File: src/rtl/key_pkg.sv
// Shared definitions for key-handling blocks: debounce FSM state encoding and
// default timing constants for a 50 MHz system clock.
package key_pkg;

    typedef enum logic [1:0] {
        IDLE       = 2'd0,
        PRESS_DB   = 2'd1,
        PRESSED    = 2'd2,
        RELEASE_DB = 2'd3
    } key_state_t;

    localparam int DEBOUNCE_CYCLES_DEF = 1_000_000;  // 20 ms
    localparam int LONG_CYCLES_DEF     = 50_000_000; // 1 s

endpackage

File: src/rtl/sync_2ff.sv
// Two-flop synchronizer for a single asynchronous level, with a selectable
// reset value so an idle-high input does not look active coming out of reset.
module sync_2ff #(
    parameter logic RESET_VALUE = 1'b1
) (
    input  logic clk,
    input  logic rst_n,
    input  logic d,
    output logic q
);

    logic meta;

    always_ff @(posedge clk or negedge rst_n) begin
        if (!rst_n) begin
            meta <= RESET_VALUE;
            q    <= RESET_VALUE;
        end else begin
            meta <= d;
            q    <= meta;
        end
    end

endmodule

File: src/rtl/key_debounce.sv
// Push-button debouncer: synchronised key level qualified by a stable-time
// counter, with press/release/long-press strobes and a press-toggled level.
//
// state      | meaning
// -----------+-----------------------------------------------
// IDLE       | key stably released
// PRESS_DB   | key seen low, waiting for it to stay low
// PRESSED    | key stably pressed, hold timer running
// RELEASE_DB | key seen high, waiting for it to stay high
module key_debounce
    import key_pkg::*;
#(
    parameter int DEBOUNCE_CYCLES = DEBOUNCE_CYCLES_DEF,
    parameter int LONG_CYCLES     = LONG_CYCLES_DEF
) (
    input  logic sys_clk,
    input  logic sys_rst_n,
    input  logic key,
    output logic key_value,
    output logic press_pulse,
    output logic release_pulse,
    output logic long_pulse,
    output logic key_toggle
);

    localparam int DB_W   = $clog2(DEBOUNCE_CYCLES);
    localparam int HOLD_W = $clog2(LONG_CYCLES);
    localparam logic [DB_W-1:0]   DB_LAST   = DB_W'(DEBOUNCE_CYCLES - 1);
    localparam logic [HOLD_W-1:0] HOLD_LAST = HOLD_W'(LONG_CYCLES - 1);

    if (DEBOUNCE_CYCLES < 2 || LONG_CYCLES <= DEBOUNCE_CYCLES) begin : g_param_check
        $error("key_debounce: need DEBOUNCE_CYCLES >= 2 and LONG_CYCLES > DEBOUNCE_CYCLES");
    end

    logic              key_sync;
    key_state_t        state;
    logic [DB_W-1:0]   db_cnt;
    logic [HOLD_W-1:0] hold_cnt;
    logic              long_done;
    logic [HOLD_W-1:0] hold_next;
    logic              long_hit;

    sync_2ff #(
        .RESET_VALUE (1'b1)
    ) u_sync (
        .clk   (sys_clk),
        .rst_n (sys_rst_n),
        .d     (key),
        .q     (key_sync)
    );

    // Hold timer saturates so a very long press never wraps into a second long_pulse.
    always_comb begin
        hold_next = hold_cnt;
        if (hold_cnt != HOLD_LAST) begin
            hold_next = hold_cnt + 1'b1;
        end
        long_hit = (hold_cnt == HOLD_LAST) && !long_done;
    end

    always_ff @(posedge sys_clk or negedge sys_rst_n) begin
        if (!sys_rst_n) begin
            state         <= IDLE;
            db_cnt        <= '0;
            hold_cnt      <= '0;
            long_done     <= 1'b0;
            key_value     <= 1'b1;
            press_pulse   <= 1'b0;
            release_pulse <= 1'b0;
            long_pulse    <= 1'b0;
            key_toggle    <= 1'b0;
        end else begin
            press_pulse   <= 1'b0;
            release_pulse <= 1'b0;
            long_pulse    <= 1'b0;
            case (state)
                IDLE: begin
                    if (!key_sync) begin
                        state  <= PRESS_DB;
                        db_cnt <= '0;
                    end
                end
                PRESS_DB: begin
                    if (key_sync) begin
                        state  <= IDLE;
                        db_cnt <= '0;
                    end else if (db_cnt == DB_LAST) begin
                        state       <= PRESSED;
                        key_value   <= 1'b0;
                        press_pulse <= 1'b1;
                        key_toggle  <= ~key_toggle;
                        hold_cnt    <= '0;
                        long_done   <= 1'b0;
                    end else begin
                        db_cnt <= db_cnt + 1'b1;
                    end
                end
                PRESSED: begin
                    hold_cnt <= hold_next;
                    if (long_hit) begin
                        long_pulse <= 1'b1;
                        long_done  <= 1'b1;
                    end
                    if (key_sync) begin
                        state  <= RELEASE_DB;
                        db_cnt <= '0;
                    end
                end
                RELEASE_DB: begin
                    // A qualifying release wins over a coincident long press.
                    if (key_sync && db_cnt == DB_LAST) begin
                        state         <= IDLE;
                        key_value     <= 1'b1;
                        release_pulse <= 1'b1;
                    end else begin
                        hold_cnt <= hold_next;
                        if (long_hit) begin
                            long_pulse <= 1'b1;
                            long_done  <= 1'b1;
                        end
                        if (!key_sync) begin
                            state  <= PRESSED;
                            db_cnt <= '0;
                        end else begin
                            db_cnt <= db_cnt + 1'b1;
                        end
                    end
                end
                default: state <= IDLE;
            endcase
        end
    end

endmodule

File: config.mk
export PLATFORM = sky130hd
export DESIGN_NAME = key_debounce
export DESIGN_NICKNAME = d
export VERILOG_FILES = /design/src/rtl/key_pkg.sv /design/src/rtl/sync_2ff.sv /design/src/rtl/key_debounce.sv
export SDC_FILE = /design/constraint.sdc
export NUM_CORES = 1
export LEC_CHECK = 0
export CELL_PAD_IN_SITES_DETAIL_PLACEMENT = 0
export CELL_PAD_IN_SITES_GLOBAL_PLACEMENT = 1
export CORE_MARGIN = 8
export CORE_UTILIZATION = 23
export DETAILED_ROUTE_END_ITERATION = 8
export GPL_TIMING_DRIVEN = 1
export HOLD_SLACK_MARGIN = 0.03
export PLACE_DENSITY_LB_ADDON = 0.1
export SLEW_MARGIN = 15
export SYNTH_ARGS = -nofsm -noshare
export SYNTH_HDL_FRONTEND = slang
export SYNTH_HIERARCHICAL = 1
export SYNTH_SLANG_ARGS = --single-unit
File: constraint.sdc
create_clock -name sys_clk -period 4.75 [get_ports sys_clk]
set_input_delay 0.7125 -clock sys_clk [delete_from_list [all_inputs] [get_ports sys_clk]]
set_output_delay 0.7125 -clock sys_clk [all_outputs]
set_load 0.03 [all_outputs]
* Word-level counts from Yosys, hierarchy flattened *
Index checks and enable logic that the tools add are counted.
Widths: inputs -> output; s select.

word-level totals
  register bits = 56
  input port bits = 3
  output and inout bits = 5
  word-level logic and storage cells = 75

operators by class
  add/subtract/negate cells = 2
  equal/unequal tests = 15
  muxes and demuxes = 34
  bitwise gates (word level) = 2
  reduce and logical (&&, ||, !) cells = 11

operator list
  cell                   count
  $mux 20                6
  $mux 26                4
  $pmux 20 s4            1
  $pmux 26 s3            1
  $add 26x1->26 const B  1
  $eq 26x26->1 const B   1
  $ne 26x26->1 const B   1
  $add 20x1->20 const B  1
  $eq 20x20->1 const B   1
  $reduce_and 4->1       4
  $mux 1                 12
  $mux 2                 6
  $ne 2x2->1 const B     5
  $pmux 2 s4             1
  $ne 3x2->1 const B     2
  $eq 2x2->1 const B     2
  $pmux 1 s2             2
  $ne 3x3->1 const B     1
  $pmux 1 s3             1
  $reduce_and 3->1       1
  $reduce_bool 3->1      1
  $eq 2x1->1 const B     1
  $logic_and 1x1->1      2
  $logic_not 2->1        1
  other kinds (4)        5

* Depth between registers and ports, before layout *
  depth after elaboration = 5
  gate-level depth with buffers = 8
  depth with buffers taken out = 7

* By module *
The synthesis kept the hierarchy.

modules (own cells, without submodules)
  module        times used  cells each  area an instance (µm²)  seq. area each (µm²)
  key_debounce  1           355         3310.7                  1352.5
  sync_2ff      1           2           52.6                    52.6

* Worst setup path before layout *
Ideal clock, no wire load.

  kind = register -> register
  from = reg db_cnt[0]
  to = reg hold_cnt[19]
  library setup time = 0.133 ns
  arrival time = 2.006 ns
  data required time = 4.617 ns
  path slack = 2.611 ns
  cell stages (with the launch flop) = 8
  path buffers = 1
  cells stage by stage = dfrtp_1 > ha_1 > nand4_2 > nor4_2 > buf_2 > a31oi_1 > o31ai_1 > o41ai_1

on the way
  word-level cells in the longest chain between the ends = 4

ends and longest elaborated chain
  item                          line                                     source
  start: declaration            key_debounce.sv:37                       logic [DB_W-1:0] db_cnt;
  start signal: assignment      key_debounce.sv:95                       db_cnt <= db_cnt + 1'b1;
  start signal: assignment      key_debounce.sv:125                      db_cnt <= db_cnt + 1'b1;
  $eq 20x20->1 *                key_debounce.sv:87, key_debounce.sv:111
  $logic_and 1x1->1             key_debounce.sv:111                      if (key_sync && db_cnt == DB_LAST) begin
  $ne 2x2->1 (no line)          -
  $reduce_and 4->1 (no line) *  -
  end signal: assignment        key_debounce.sv:99                       hold_cnt <= hold_next;
  end signal: assignment        key_debounce.sv:116                      hold_cnt <= hold_next;
  end: declaration              key_debounce.sv:38                       logic [HOLD_W-1:0] hold_cnt;

Mark *: on every way between the ends. The rest lies on a longest branch, timed or not.
A chain may end at the register's enable or synchronous reset.

* Final worst setup path *
  from = reg state[1]
  to = reg db_cnt[11]

on the way
  word-level cells in the longest chain between the ends = 3

ends and longest elaborated chain
  item                                          line                source
  start: declaration                            key_debounce.sv:36  key_state_t state;
  start signal: assignment                      key_debounce.sv:63  state <= IDLE;
  start signal: assignment                      key_debounce.sv:79  state <= PRESS_DB;
  start signal: assignment                      key_debounce.sv:85  state <= IDLE;
  $eq 2x1->1 (tied with other cells)            key_debounce.sv:76  case (state)
  $ne 3x2->1 (no line) (tied with other cells)  -
  $reduce_and 4->1 (no line)                    -

Parallel ways exist; a longest one is shown, timed or not.

==> impl_metrics.env <==
export IMPL_via_per_inst=5.29
export IMPL_antenna_found_initial=0
export IMPL_finalHoldViolations=0
export IMPL_end_kind="flip-flop"
export IMPL_ir_drop_mv=0.132
export IMPL_htreeDepth=2
export IMPL_grt_pass1_vias=2920
export IMPL_ys_seq_area_share_pct=41.8
export IMPL_start_util_pct=23.3
export IMPL_postCtsHoldBufs=0
export IMPL_final_nets=361
export IMPL_critPathBufInv=0
export IMPL_grt_overflow_total=0
export IMPL_hp_class="reg -> reg"
export IMPL_combPwrFrac_pct=3.3
export IMPL_via_count=2862
export IMPL_placed_area_um2=3550
export IMPL_post_cts_repair_setup_buffers=0
export IMPL_rsz0062_at_grt="no"
export IMPL_tightestPinTransition_ns=1.13
export IMPL_synthDistinctLibCells=72
export IMPL_synth_top_area_share_pct=39.4
export IMPL_maxClockFrequency_mhz=341
export IMPL_dieArea_um2=18700
export IMPL_io_pins=8
export IMPL_ys_ff_latch=56
export IMPL_grt_start_max_net_pins=30
export IMPL_cts_sinks=56
export IMPL_synth_net_count=362
export IMPL_wl_per_cell_um=18.9
export IMPL_grt_util_all_layers_pct=11.4
export IMPL_cp_slowest_cell="a21oi_1"
export IMPL_areaGrowthSynthToFinish_pct=10.7
export IMPL_clk_latency_ns=0.31
export IMPL_async_flop_share_pct=100
export IMPL_fin_crit_ns=2.94
export IMPL_synth_common_cells="dfrtp_1 (53), nand2_1 (36), o21ai_0 (26), nor2_1 (20), nand3_1 (16)"
export IMPL_yosysWarnings=6
export IMPL_clkPwrFrac_pct=46.2
export IMPL_grtUsageMet3_pct=1.91
export IMPL_grt_util_met2_pct=19.7
export IMPL_power_leakage_nw=1.45
export IMPL_antenna_left=0
export IMPL_dp_hpwl_mm=7.05
export IMPL_skew_ns=0.00630
export IMPL_cp_required_ns=4.96
export IMPL_crit_fanout=24
export IMPL_final_area_um2=3720
export IMPL_ys_top_cells_by_area="dfrtp_1 (39%), nand2_1 (4.0%), o21ai_0 (3.9%)"
export IMPL_setup_viol=0
export IMPL_criticalPathCategory="reg -> reg"
export IMPL_drt_wl_total_mm=10.2
export IMPL_crit_top_cell="nand2_1"
export IMPL_setup_tns_ns=0
export IMPL_grt_pass1_wl_mm=16.6
export IMPL_max_slew_margin_pct=24.1
export IMPL_cp_data_arrival_time_ns=3.15
export IMPL_synth_top_cell_by_area="dfrtp_1"
export IMPL_rows=44
export IMPL_cts_root_buf="clkbuf_16"
export IMPL_worstPathCellList="xnor2_1 > nand2_1 > a21oi_1 > nand2_1 > o31ai_1"
export IMPL_firstDrtPassIters=5
export IMPL_switching_share_pct=23.1
export IMPL_cts_path_max_buffers=2
export IMPL_cts_tree="yes"
export IMPL_cpPeakStageDelay_ns=0.76
export IMPL_grt_use_met1_pct=14.0
export IMPL_die_w_um=137
export IMPL_top_usage_layer="met2"
export IMPL_crit_family="compound AO/OA/AOI/OAI gates"
export IMPL_cts_buffers=5
export IMPL_drc=0
export IMPL_core_um2=14400
export IMPL_synthCells=357
export IMPL_yosysMostFrequentCell="dfrtp_1"
export IMPL_portBuffers=7
export IMPL_drive_gt1_share_pct=11.5
export IMPL_syn_cell_area_um2=3360
export IMPL_path_clk_slew_ns=0.08
export IMPL_p_seq_share_pct=50.6
export IMPL_internal_power_mw=0.735
export IMPL_final_period_utilization_pct=61.8
export IMPL_status="finished clean"
export IMPL_drv_cap=0
export IMPL_place_gp_congestion=0.705
export IMPL_fp_dieH_um=137
export IMPL_slew_violations=0
export IMPL_ys_flop_type="dfrtp_1"
export IMPL_cts_resized_gates=0
export IMPL_switchingPower_mw=0.220
export IMPL_drt_iter0_markers=151
export IMPL_critPathLaunchType="flip-flop"
export IMPL_powerDensity_nw_per_um2=257
export IMPL_synth_avg_cell_area_um2=9.42
export IMPL_synth_edf_count=0
export IMPL_n_antenna_cell=0
[cell families (layout without fill, tap and decap cells)]
| kind of cell | after synthesis | in the layout | share of synthesized area, % |
|---|---|---|---|
| adders and majority gates | 2 | 2 | 0.744 |
| xor gates and xnor gates | 4 | 4 | 1.04 |
| muxes | 4 | 4 | 1.19 |
| and+or+nand+nor | 157 | 157 | 27.3 |
| AOI/OAI and AO/OA | 108 | 108 | 22.8 |
| DFF | 56 | 56 | 41.8 |
| buffers and inverters | 26 | 26 | 5.10 |
[final cells by class]
class	instances	area (um^2)
clock buffer	5	125
clock inverter	3	42.5
fill	1563	10700
inverter	7	26.3
multi-input combinational	275	1800
sequential	56	1410
tap	184	230
timing repair buffer	11	95.1
[through the flow]
step           util [%]  total power, mW  hold slack, ns  std cells  setup slack (ns)
4_1_cts            25.8            0.979           0.359        541              1.75
6_report           25.8            0.955           0.358        541              1.81
2_1_floorplan         -            0.507           0.345        357              2.61
3_3_place_gp       24.6            0.526           0.347        533              1.81
5_1_grt            25.8            0.996           0.367        541              1.37
3_5_place_dp       24.6            0.526           0.347        533              1.80
[power groups by stage]
| stage | registers (mW) | clock network [mW] | logic (mW) |
|---|---|---|---|
| 2_1_floorplan | 0.491 | 0 | 0.0163 |
| 3_3_place_gp | 0.493 | 0 | 0.0335 |
| 3_5_place_dp | 0.493 | 0 | 0.0331 |
| 4_1_cts | 0.483 | 0.462 | 0.0333 |
| 5_1_grt | 0.484 | 0.475 | 0.0365 |
| 6_report | 0.483 | 0.441 | 0.0311 |
[cell usage in the layout, fill, tap and decap left out, types with 11 or more instances in the layout]
| cell type | Yosys | routed |
|---|---|---|
| a21oi_1 | 11 | 11 |
| nand2_1 | 36 | 36 |
| o21ai_0 | 26 | 26 |
| dfrtp_1 | 53 | 53 |
| nor2_1 | 20 | 20 |
| o31ai_1 | 15 | 15 |
| a31oi_1 | 15 | 14 |
| and3_1 | 12 | 12 |
| nand3_1 | 16 | 16 |
| nand4_1 | 11 | 11 |
[state kept, by name, indices dropped and copies added, names as in the netlist]
name / count
hold_cnt: 26
db_cnt: 20
state: 2
key_toggle: 1
key_value: 1
long_done: 1
long_pulse: 1
press_pulse: 1
release_pulse: 1
u_sync/meta: 1
u_sync/q: 1
[per-layer routing]
| layer | share of wire (%) | routed length (um) |
|---|---|---|
| met1 | 46 | 4710 |
| met2 | 50 | 5150 |
| met3 | 2.0 | 201 |
| met4 | 1.5 | 150 |
| met5 | 0 | 0 |
[final timing paths]
path	slack, ns	end	start	cells past startpoint
max	1.81	db_cnt[11]$_DFFE_PN0P_	state[1]$_DFFE_PN0P_	5
min	0.36	u_sync/q$_DFF_PN1_	u_sync/meta$_DFF_PN1_	0
max reg2reg	1.81	db_cnt[11]$_DFFE_PN0P_	state[1]$_DFFE_PN0P_	5
min reg2reg	0.36	u_sync/q$_DFF_PN1_	u_sync/meta$_DFF_PN1_	0
max in group asynchronous	3.37	u_sync/meta$_DFF_PN1_	sys_rst_n	2
min in group asynchronous	0.46	hold_cnt[21]$_DFFE_PN0P_	sys_rst_n	1
Note: power is estimated with default switching activity, not from simulation.
